**config.mk**
```make
export PLATFORM = sky130hd
export DESIGN_NAME = axi4lite_master_seq
export DESIGN_NICKNAME = d
export VERILOG_FILES = /design/src/rtl/axi4lite_master_seq.sv
export SDC_FILE = /design/constraint.sdc
export NUM_CORES = 1
export LEC_CHECK = 0
export ABC_CLOCK_PERIOD_IN_PS = 2810
export CORE_MARGIN = 10
export CORE_UTILIZATION = 40
export CTS_CLUSTER_SIZE = 25
export DETAILED_ROUTE_END_ITERATION = 10
export PLACE_DENSITY = 0.92
export SLEW_MARGIN = 40
export SYNTH_ARGS = -nofsm -noshare
export SYNTH_HDL_FRONTEND = slang
export SYNTH_SLANG_ARGS = --single-unit
```
**constraint.sdc**
```tcl
create_clock -name clk -period 2.81 [get_ports clk]
set_input_delay 0.4215 -clock clk [delete_from_list [all_inputs] [get_ports clk]]
set_output_delay 0.4215 -clock clk [all_outputs]
set_load 0.05 [all_outputs]
```
**src/rtl/axi4lite_master_seq.sv**
```systemverilog
`default_nettype none
// ============================================================================
// axi4lite_master_seq : single-outstanding AXI4-lite initiator (one write or
// read per command, one-cycle response pulse).         Revision 1.0
// ============================================================================
module axi4lite_master_seq #(
   parameter int ADDR_WIDTH     = 40,
   parameter int TIMEOUT_CYCLES = 1024
) (
   input  logic                  clk,
   input  logic                  aresetb,
   input  logic                  cmd_valid,
   output logic                  cmd_ready,
   input  logic                  cmd_write,
   input  logic [ADDR_WIDTH-1:0] cmd_addr,
   input  logic [31:0]           cmd_wdata,
   input  logic [3:0]            cmd_wstrb,
   output logic                  rsp_valid,
   output logic [31:0]           rsp_rdata,
   output logic [1:0]            rsp_resp,
   output logic                  rsp_timeout,
   output logic [ADDR_WIDTH-1:0] axi_awaddr,
   output logic [2:0]            axi_awprot,
   output logic                  axi_awvalid,
   input  logic                  axi_awready,
   output logic [31:0]           axi_wdata,
   output logic [3:0]            axi_wstrb,
   output logic                  axi_wvalid,
   input  logic                  axi_wready,
   input  logic [1:0]            axi_bresp,
   input  logic                  axi_bvalid,
   output logic                  axi_bready,
   output logic [ADDR_WIDTH-1:0] axi_araddr,
   output logic [2:0]            axi_arprot,
   output logic                  axi_arvalid,
   input  logic                  axi_arready,
   input  logic [31:0]           axi_rdata,
   input  logic [1:0]            axi_rresp,
   input  logic                  axi_rvalid,
   output logic                  axi_rready
);

   localparam int                CW      = (TIMEOUT_CYCLES > 1) ? $clog2(TIMEOUT_CYCLES) : 1;
   localparam logic [CW-1:0]     TO_LAST = (TIMEOUT_CYCLES > 0) ? CW'(TIMEOUT_CYCLES - 1) : '0;
   localparam logic [1:0]        RESP_SLVERR = 2'b10;

   typedef enum logic [2:0] {
      ST_IDLE  = 3'd0,
      ST_WR_AD = 3'd1,
      ST_WR_B  = 3'd2,
      ST_RD_A  = 3'd3,
      ST_RD_R  = 3'd4
   } state_t;

   state_t                  state_q, state_d;
   logic [ADDR_WIDTH-1:0]   addr_q, addr_d;
   logic [31:0]             wdata_q, wdata_d;
   logic [3:0]              wstrb_q, wstrb_d;
   logic                    awvalid_q, awvalid_d;
   logic                    wvalid_q, wvalid_d;
   logic                    bready_q, bready_d;
   logic                    arvalid_q, arvalid_d;
   logic                    rready_q, rready_d;
   logic                    rsp_valid_q, rsp_valid_d;
   logic [31:0]             rsp_rdata_q, rsp_rdata_d;
   logic [1:0]              rsp_resp_q, rsp_resp_d;
   logic                    rsp_timeout_q, rsp_timeout_d;
   logic [CW-1:0]           tcnt_q, tcnt_d;
   logic                    aw_done, w_done, timeout_hit;

   assign aw_done     = !awvalid_q || axi_awready;
   assign w_done      = !wvalid_q  || axi_wready;
   assign timeout_hit = (TIMEOUT_CYCLES != 0) && (tcnt_q == TO_LAST);

   always_comb begin
      state_d       = state_q;
      addr_d        = addr_q;
      wdata_d       = wdata_q;
      wstrb_d       = wstrb_q;
      awvalid_d     = awvalid_q;
      wvalid_d      = wvalid_q;
      bready_d      = bready_q;
      arvalid_d     = arvalid_q;
      rready_d      = rready_q;
      rsp_valid_d   = 1'b0;
      rsp_rdata_d   = rsp_rdata_q;
      rsp_resp_d    = rsp_resp_q;
      rsp_timeout_d = rsp_timeout_q;
      tcnt_d        = tcnt_q;

      case (state_q)
         ST_IDLE: begin
            if (cmd_valid) begin
               addr_d  = cmd_addr;
               wdata_d = cmd_wdata;
               wstrb_d = cmd_wstrb;
               if (cmd_write) begin
                  awvalid_d = 1'b1;
                  wvalid_d  = 1'b1;
                  state_d   = ST_WR_AD;
               end else begin
                  arvalid_d = 1'b1;
                  state_d   = ST_RD_A;
               end
            end
         end
         ST_WR_AD: begin
            // AW and W complete independently; leave once both are done.
            if (awvalid_q && axi_awready) awvalid_d = 1'b0;
            if (wvalid_q && axi_wready)   wvalid_d  = 1'b0;
            if (aw_done && w_done) begin
               bready_d = 1'b1;
               tcnt_d   = '0;
               state_d  = ST_WR_B;
            end
         end
         ST_WR_B: begin
            if (tcnt_q != '1) tcnt_d = tcnt_q + 1'b1;
            if (axi_bvalid) begin
               bready_d      = 1'b0;
               rsp_valid_d   = 1'b1;
               rsp_resp_d    = axi_bresp;
               rsp_rdata_d   = '0;
               rsp_timeout_d = 1'b0;
               state_d       = ST_IDLE;
            end else if (timeout_hit) begin
               bready_d      = 1'b0;
               rsp_valid_d   = 1'b1;
               rsp_resp_d    = RESP_SLVERR;
               rsp_rdata_d   = '0;
               rsp_timeout_d = 1'b1;
               state_d       = ST_IDLE;
            end
         end
         ST_RD_A: begin
            if (axi_arready) begin
               arvalid_d = 1'b0;
               rready_d  = 1'b1;
               tcnt_d    = '0;
               state_d   = ST_RD_R;
            end
         end
         ST_RD_R: begin
            if (tcnt_q != '1) tcnt_d = tcnt_q + 1'b1;
            // A handshake in the timeout cycle takes precedence.
            if (axi_rvalid) begin
               rready_d      = 1'b0;
               rsp_valid_d   = 1'b1;
               rsp_resp_d    = axi_rresp;
               rsp_rdata_d   = axi_rdata;
               rsp_timeout_d = 1'b0;
               state_d       = ST_IDLE;
            end else if (timeout_hit) begin
               rready_d      = 1'b0;
               rsp_valid_d   = 1'b1;
               rsp_resp_d    = RESP_SLVERR;
               rsp_rdata_d   = '0;
               rsp_timeout_d = 1'b1;
               state_d       = ST_IDLE;
            end
         end
         default: state_d = ST_IDLE;
      endcase
   end

   always_ff @(posedge clk or negedge aresetb) begin
      if (!aresetb) begin
         state_q       <= ST_IDLE;
         addr_q        <= '0;
         wdata_q       <= '0;
         wstrb_q       <= '0;
         awvalid_q     <= 1'b0;
         wvalid_q      <= 1'b0;
         bready_q      <= 1'b0;
         arvalid_q     <= 1'b0;
         rready_q      <= 1'b0;
         rsp_valid_q   <= 1'b0;
         rsp_rdata_q   <= '0;
         rsp_resp_q    <= '0;
         rsp_timeout_q <= 1'b0;
         tcnt_q        <= '0;
      end else begin
         state_q       <= state_d;
         addr_q        <= addr_d;
         wdata_q       <= wdata_d;
         wstrb_q       <= wstrb_d;
         awvalid_q     <= awvalid_d;
         wvalid_q      <= wvalid_d;
         bready_q      <= bready_d;
         arvalid_q     <= arvalid_d;
         rready_q      <= rready_d;
         rsp_valid_q   <= rsp_valid_d;
         rsp_rdata_q   <= rsp_rdata_d;
         rsp_resp_q    <= rsp_resp_d;
         rsp_timeout_q <= rsp_timeout_d;
         tcnt_q        <= tcnt_d;
      end
   end

   assign cmd_ready   = (state_q == ST_IDLE);
   assign rsp_valid   = rsp_valid_q;
   assign rsp_rdata   = rsp_rdata_q;
   assign rsp_resp    = rsp_resp_q;
   assign rsp_timeout = rsp_timeout_q;
   assign axi_awaddr  = addr_q;
   assign axi_awprot  = 3'b000;
   assign axi_awvalid = awvalid_q;
   assign axi_wdata   = wdata_q;
   assign axi_wstrb   = wstrb_q;
   assign axi_wvalid  = wvalid_q;
   assign axi_bready  = bready_q;
   assign axi_araddr  = addr_q;
   assign axi_arprot  = 3'b000;
   assign axi_arvalid = arvalid_q;
   assign axi_rready  = rready_q;

endmodule
`default_nettype wire

```
# == Yosys cells after proc, flatten, opt, wreduce, memory -nomap -nowiden ==
# Index checks and enable logic that the tools add are counted.
# word_totals
out_inout_bits,164
register_bits,130
wordCells,99
# op_classes
mux,45
eq_ne,16
n_reduce_logical,23
add_sub_neg,1
# op_table
cell,count
$mux 32,3
$pmux 32 s2,1
$mux 10,3
$pmux 10 s3,1
$mux 1,18
$mux 3,6
$reduce_and 4->1,4
$pmux 3 s5,1
$pmux 1 s2,7
$ne 2x2->1 const B,6
$add 10x1->10 const B,1
$eq 10x10->1 const B,1
$ne 10x10->1 const B,1
$reduce_bool 2->1,5
$reduce_and 3->1,3
$mux 2,4
$eq 3x2->1 const B,2
$ne 3x3->1 const B,2
$ne 2x1->1 const B,2
$pmux 2 s2,1
$eq 3x1->1 const B,1
$eq 3x3->1 const B,1
$logic_and 1x1->1,3
$logic_not 3->1,1
other kinds (5),7

# == Depth between registers and ports, before layout ==
# Gate-level depths: netlist of run 1.
# depth
ltp_word,5
mapped_depth,8
ltp_nobuf,6

# == Least setup slack after synthesis of run 1 ==
# Ideal clock, no wire load.
# synth_path
path_kind,flip-flop to flip-flop
startpoint,reg state_q[0]
endpoint,reg addr_q[0] (netlist: axi_araddr[0])
path_slack_ns,0.383
required_time_ns,2.682
path_stages_with_launch,8
path_buffers,4
t_arrival_ns,2.299
setup_ns,0.128
path_cell_list,dfrtp_1 clkbuf_1 nor3_2 and2_1 buf_2 buf_4 buf_4 mux2_1
# synth_via
elab_chain_cells,2
# synth_lines
item,line,source
"start, declared",55,"state_t state_q, state_d;"
"start signal, assigned",183,state_q <= state_d;
$logic_not 3->1,n/a,
named net cmd_ready,13,"output logic cmd_ready,"
$reduce_and 2->1 (no line),n/a,
"end signal, assigned",184,addr_q <= addr_d;
"end, declared",56,"logic [ADDR_WIDTH-1:0] addr_q, addr_d;"
# The timed path passes the listed nets, and every way through them passes these cells.
# A chain may end at the register's enable or synchronous reset.

# == Worst setup path after layout of run 1 ==
# layout_path
startpoint,reg state_q[1]
endpoint,out cmd_ready
# layout_via
elab_chain_cells,1
# layout_lines
item,line,source
$logic_not 3->1,200,assign cmd_ready = (state_q == ST_IDLE);
"end, declared",13,
# Every way passes these cells.

==> results of run 1 <==
## cell type report
cell class / instances / area, sq um
clock buffer: 20 / 447
clock inverter: 12 / 110
fill: 949 / 4650
sequential: 130 / 3250
tap: 176 / 220
timing repair buffer: 285 / 2870
inverter: 7 / 26.3
multi-input combinational: 220 / 1820
## metal layers
layer	track usage	up-vias	wire, microns	part of all wire
met2	0.324	190	9250	0.53
li1	-	1919	-	-
met4	0.0452	0	155	0.0089
met5	0	-	0	0
met3	0.0626	17	1620	0.093
met1	0.190	2052	6360	0.37
## critical path, cell delays in order (launching register included)
cell and delay [ps]:
dfrtp_1 510, nor3_2 350, clkdlybuf4s50_1 880
## worst paths after layout
check / to / slack, ps / cells after the start
worst max-delay path: cmd_ready / 230 / 2
max in group asynchronous: axi_wdata[17]$_DFFE_PN0P_ / 2180 / 2
worst min register to register: axi_wdata[0]$_DFFE_PN0P_ / 480 / 1
worst max register to register: tcnt_q[5]$_DFFE_PN0P_ / 640 / 6
worst min-delay path: axi_araddr[21]$_DFFE_PN0P_ / 130 / 2
min in group clk: axi_wdata[0]$_DFFE_PN0P_ / 480 / 1
## sequential cells by signal, indices dropped and copies added (netlist names)
signal       cells
axi_arvalid      1
axi_awvalid      1
rsp_rdata       32
rsp_resp         2
rsp_valid        1
state_q          3
rsp_timeout      1
axi_rready       1
axi_araddr      40
axi_wvalid       1
axi_wstrb        4
axi_wdata       32
axi_bready       1
tcnt_q          10
## logic make-up after synthesis
logic type               after synthesis  share of synthesized area
adder cells (fa/ha/maj)                1                    0.00225
AND/OR/NAND/NOR                       57                     0.0595
flip-flops                           130                      0.586
other                                  1                   0.000675
buffers and inverters                 74                     0.0899
AO/OA/AOI/OAI                         77                      0.101
multiplexers                          79                      0.161
## stage by stage
| step | instance area, sq um | instances | hold WS [ps] | setup slack (ps) |
|---|---|---|---|---|
| CTS | 8750 | 850 | 159 | 216 |
| finish | 8750 | 850 | 126 | 231 |
| global route | 8750 | 850 | 176 | 146 |
| detailed placement | 8190 | 818 | 474 | 638 |
| global placement | 8190 | 818 | 467 | 718 |
| floorplan | 5570 | 424 | 126 | 383 |
## cells in the final DEF, fill, tap and decap left out, types with 5 or more instances in the layout
master and n:
buf_4 5, nand2_1 14, inv_1 6, nor2_1 9
a22o_1 37, or3_1 6, mux2_1 76, clkdlybuf4s50_1 277
o21ai_0 6, o21ai_1 9, a21oi_1 12, conb_1 6
clkbuf_16 17, dfrtp_1 130
==> impl_metrics.csv, run 1 <==
group,metric,value,unit
outcome,outcome,"complete, no violations",
synth,synthesis.area,5550,sq um
timing,period_minus_slack,2580,ps
timing,finalSetupViolations,0,
critical_path,crit_required,2390,ps
floorplanning,die_y,138,microns
clock_tree,clock_latency,410,ps
floorplanning,die_area,19000,sq um
clock_tree,htreeDepth,4,
clock_tree,cts_tree,"yes",
drt,first_pass_iters,5,
synth,synthFlopType,"dfrtp_1",
drt,drt-initial-drc-count,296,
finish,finish.utilization,0.653,
clock_tree,cts_setup_buffers,0,
critical_path,worstReg2RegStart,"tcnt_q[0]$_DFFE_PN0P_",
critical_path,cp_max_fo,12,
place,globalplace.congestion,0.851,
clock_tree,ctsHoldBuffers,0,
clock_tree,max-clock-path-buffers,2,
critical_path,crit_type,"reg -> out",
finish,area_growth_syn_to_layout,57.5,%
grt,grt_pass1_wl,26200,microns
timing,fmax,0.388,GHz
critical_path,cp-startpoint,"state_q[1]$_DFFE_PN0P_",
timing,rsz0062_at_grt,"no",
finish,antenna_cells,0,
synth,synth_area_leader_cell,"dfrtp_1",
clock_tree,numCtsBuffers,17,
synth,synth_cells,419,
drt,postRouteAntennaNets,0,
clock_tree,clk_pin_slew,60,ps
place,numPortBuffers,278,
grt,grt-ovfl-total,0,
synth,ys_types,47,
clock_tree,root_buffer,"clkbuf_16",
floorplanning,fp.dieW,138,microns
clock_tree,clock-sinks,130,
critical_path,arrival,2160,ps
synth,ys_warn_count,0,
timing,period_share,0.918,
grt,track_usage,0.177,
timing,slew_viol_final,0,
drt,drt-total-wl,17400,microns
synth,yosysMostFrequentCell,"dfrtp_1",
worst_hold_path,hp-class,"in -> async",
job,maxCapViolations,0,
grt,grt_start_max_net_pins,131,
synth,synth-seq-area-share,0.586,
timing,hold_violations,0,
place,post-dp-hpwl,13500,microns
synth,synth-seq-cells,130,
critical_path,crit_path_end_kind,"primary output",
critical_path,startpoint_type,"flip-flop",
synth,yosysTopAreaCellShare,0.586,
drt,drc,0,
floorplanning,core,13400,sq um
synth,ys_top_cells_by_area,"dfrtp_1, mux2_1, buf_4",
timing,setup_tns,0,ps
synth,synth_edf_count,0,
timing,tightest_slew,679,ps
timing,fin_skew,8.92,ps
clock_tree,ctsResizeCount,0,
drt,via_per_inst,4.92,
drt,vias,4178,
floorplanning,fp-row-count,42,
synth,syn_area_per_cell,13.3,sq um
grt,grt_pass1_vias,4568,
floorplanning,num_io_pins,285,
grt,antenna_found_initial,0,
drt,routedWlPerCell,20.4,microns
synth,synth-async-reset-ratio,1.00,
finish,nNetsFinal,783,
timing,slew_headroom,0.547,
floorplanning,start_util,0.414,
finish,drive_gt1_frac,0.0712,
synth,synth_common_cells,"dfrtp_1, mux2_1, buf_4, a22o_1, nand2_1",
Power of run 1 is not shown: default switching activity piles up to over one toggle a cycle in this logic, so the estimate is an artifact.
==> run 2: changes to the inputs <==
--- a/config.mk
+++ b/config.mk
@@ -5,7 +5,7 @@
 export SDC_FILE = /design/constraint.sdc
 export NUM_CORES = 1
 export LEC_CHECK = 0
-export ABC_CLOCK_PERIOD_IN_PS = 2810
+export ABC_CLOCK_PERIOD_IN_PS = 2600
 export CORE_MARGIN = 10
 export CORE_UTILIZATION = 40
 export CTS_CLUSTER_SIZE = 25
==> constraint.sdc (replaced) <==
create_clock -name clk -period 2.6 [get_ports clk]
set_input_delay 0.39 -clock clk [delete_from_list [all_inputs] [get_ports clk]]
set_output_delay 0.39 -clock clk [all_outputs]
set_load 0.05 [all_outputs]
==> impl_metrics.csv, run 2 (same netlist as run 1, synthesis figures left out) <==
group,metric,value,unit
timing,slew_viol_final,0,
clock_tree,cts_tree,"yes",
place,numPortBuffers,278,
finish,layout_commonest_cell,"clkdlybuf4s50_1",
drt,routedWlPerCell,20.8,microns
grt,grt_pass1_vias,4617,
finish,n_fill_cell,1002,
drt,wl_met2,9470,microns
timing,hold_violations,0,
timing,fmax,0.461,GHz
job,maxCapViolations,0,
critical_path,crit_required,2930,ps
drt,drt-total-wl,17800,microns
finish,drive_gt1_frac,0.0795,
finish,area_growth_syn_to_layout,59.4,%
finish,mostFrequentLayoutCells,"clkdlybuf4s50_1, dfrtp_1, mux2_1",
critical_path,crit_type,"reg -> reg",
timing,fin_skew,17.6,ps
timing,tightest_slew,600,ps
outcome,outcome,"complete, no violations",
finish,final_cells,855,
finish,nNetsFinal,789,
clock_tree,cts_setup_buffers,0,
floorplanning,fp.dieW,138,microns
timing,setup_tns,0,ps
critical_path,startpoint_type,"flip-flop",
critical_path,cp_max_fo,15,
critical_path,arrival,2500,ps
floorplanning,fp-row-count,42,
drt,wl_met1,6460,microns
drt,met3WireLength,1660,microns
place,post-dp-hpwl,14100,microns
drt,routed.top_layer,"met4",
timing,rsz0062_at_grt,"no",
place,dp_cells,823,
grt,antenna_found_initial,0,
clock_tree,root_buffer,"clkbuf_16",
floorplanning,die_y,138,microns
clock_tree,numCtsBuffers,17,
worst_hold_path,hp-class,"in -> async",
grt,grt_start_max_net_pins,77,
drt,postRouteAntennaNets,0,
clock_tree,max-clock-path-buffers,2,
grt,grt_pass1_wl,26500,microns
grt,track_usage,0.181,
drt,first_pass_iters,4,
drt,drc,0,
place,globalplace.congestion,0.862,
timing,period_minus_slack,2170,ps
critical_path,crit_path_end_kind,"flip-flop",
floorplanning,die_area,19000,sq um
clock_tree,clk_pin_slew,60,ps
drt,drt-initial-drc-count,241,
drt,via_per_inst,4.89,
clock_tree,htreeDepth,4,
timing,finalSetupViolations,0,
clock_tree,clock-sinks,130,
grt,grt-ovfl-total,0,
timing,period_share,0.834,
drt,vias,4185,
finish,antenna_cells,0,
floorplanning,start_util,0.414,
floorplanning,core,13400,sq um
clock_tree,clock_latency,410,ps
timing,slew_headroom,0.599,
finish,largest_reg_flops,40,
floorplanning,num_io_pins,285,
[run 2: worst paths after layout]
| kind | from | endpoint | slack (ps) | depth (start not counted) |
|---|---|---|---|---|
| min in group clk | axi_wdata[24]$_DFFE_PN0P_ | axi_wdata[24]$_DFFE_PN0P_ | 480 | 1 |
| max in group asynchronous | aresetb | rsp_rdata[3]$_DFFE_PN0P_ | 1460 | 3 |
| max | tcnt_q[0]$_DFFE_PN0P_ | tcnt_q[6]$_DFFE_PN0P_ | 430 | 6 |
| min | aresetb | axi_araddr[24]$_DFFE_PN0P_ | 390 | 2 |
| min reg2reg | axi_wdata[24]$_DFFE_PN0P_ | axi_wdata[24]$_DFFE_PN0P_ | 480 | 1 |
| max reg2reg | tcnt_q[0]$_DFFE_PN0P_ | tcnt_q[6]$_DFFE_PN0P_ | 430 | 6 |
[run 2: per-layer routing]
metal / vias up / global-route usage
li1: 1934 / -
met1: 2050 / 0.193
met2: 185 / 0.330
met3: 16 / 0.0663
met4: 0 / 0.0446
met5: - / 0
[run 2: critical path, cell delays in order (launching register included)]
cell     delay, ps
dfrtp_1        400
ha_1           240
and3_4         200
and4_1         320
mux2_4         390
or3_1          380
a21oi_1        150
[run 2: layout make-up]
class | instances | area [sq um] | share of cell area
multi-input cells | 220 | 1820 | 0.206
clock buffers | 18 | 439 | 0.0496
repair buffers | 291 | 2910 | 0.328
well taps | 176 | 220 | 0.0249
clock inverters | 13 | 185 | 0.0209
flip-flops and latches | 130 | 3250 | 0.367
inverters | 7 | 26.3 | 0.00297
[run 2: metrics by stage]
| step | hold WS [ps] | area [sq um] | worst slack [ps] | utilization |
|---|---|---|---|---|
| finish | 394 | 8850 | 431 | 0.661 |
| CTS | 383 | 8850 | 55.2 | 0.661 |
| detailed placement | 268 | 8220 | 465 | 0.613 |
| global route | 412 | 8850 | 300 | 0.661 |
| global placement | 259 | 8220 | 537 | 0.613 |
| floorplan | 94.4 | 5570 | 173 | - |
[run 2: repair_timing]
| item | CTS | global route |
|---|---|---|
| endpoints found under the setup margin | 0 | 1 |
| hold endpoints to repair | 14 | 0 |
| resized for setup | 0 | 1 |
| hold buffers | 1 | 0 |
Power of run 2 is left out for the same reason.
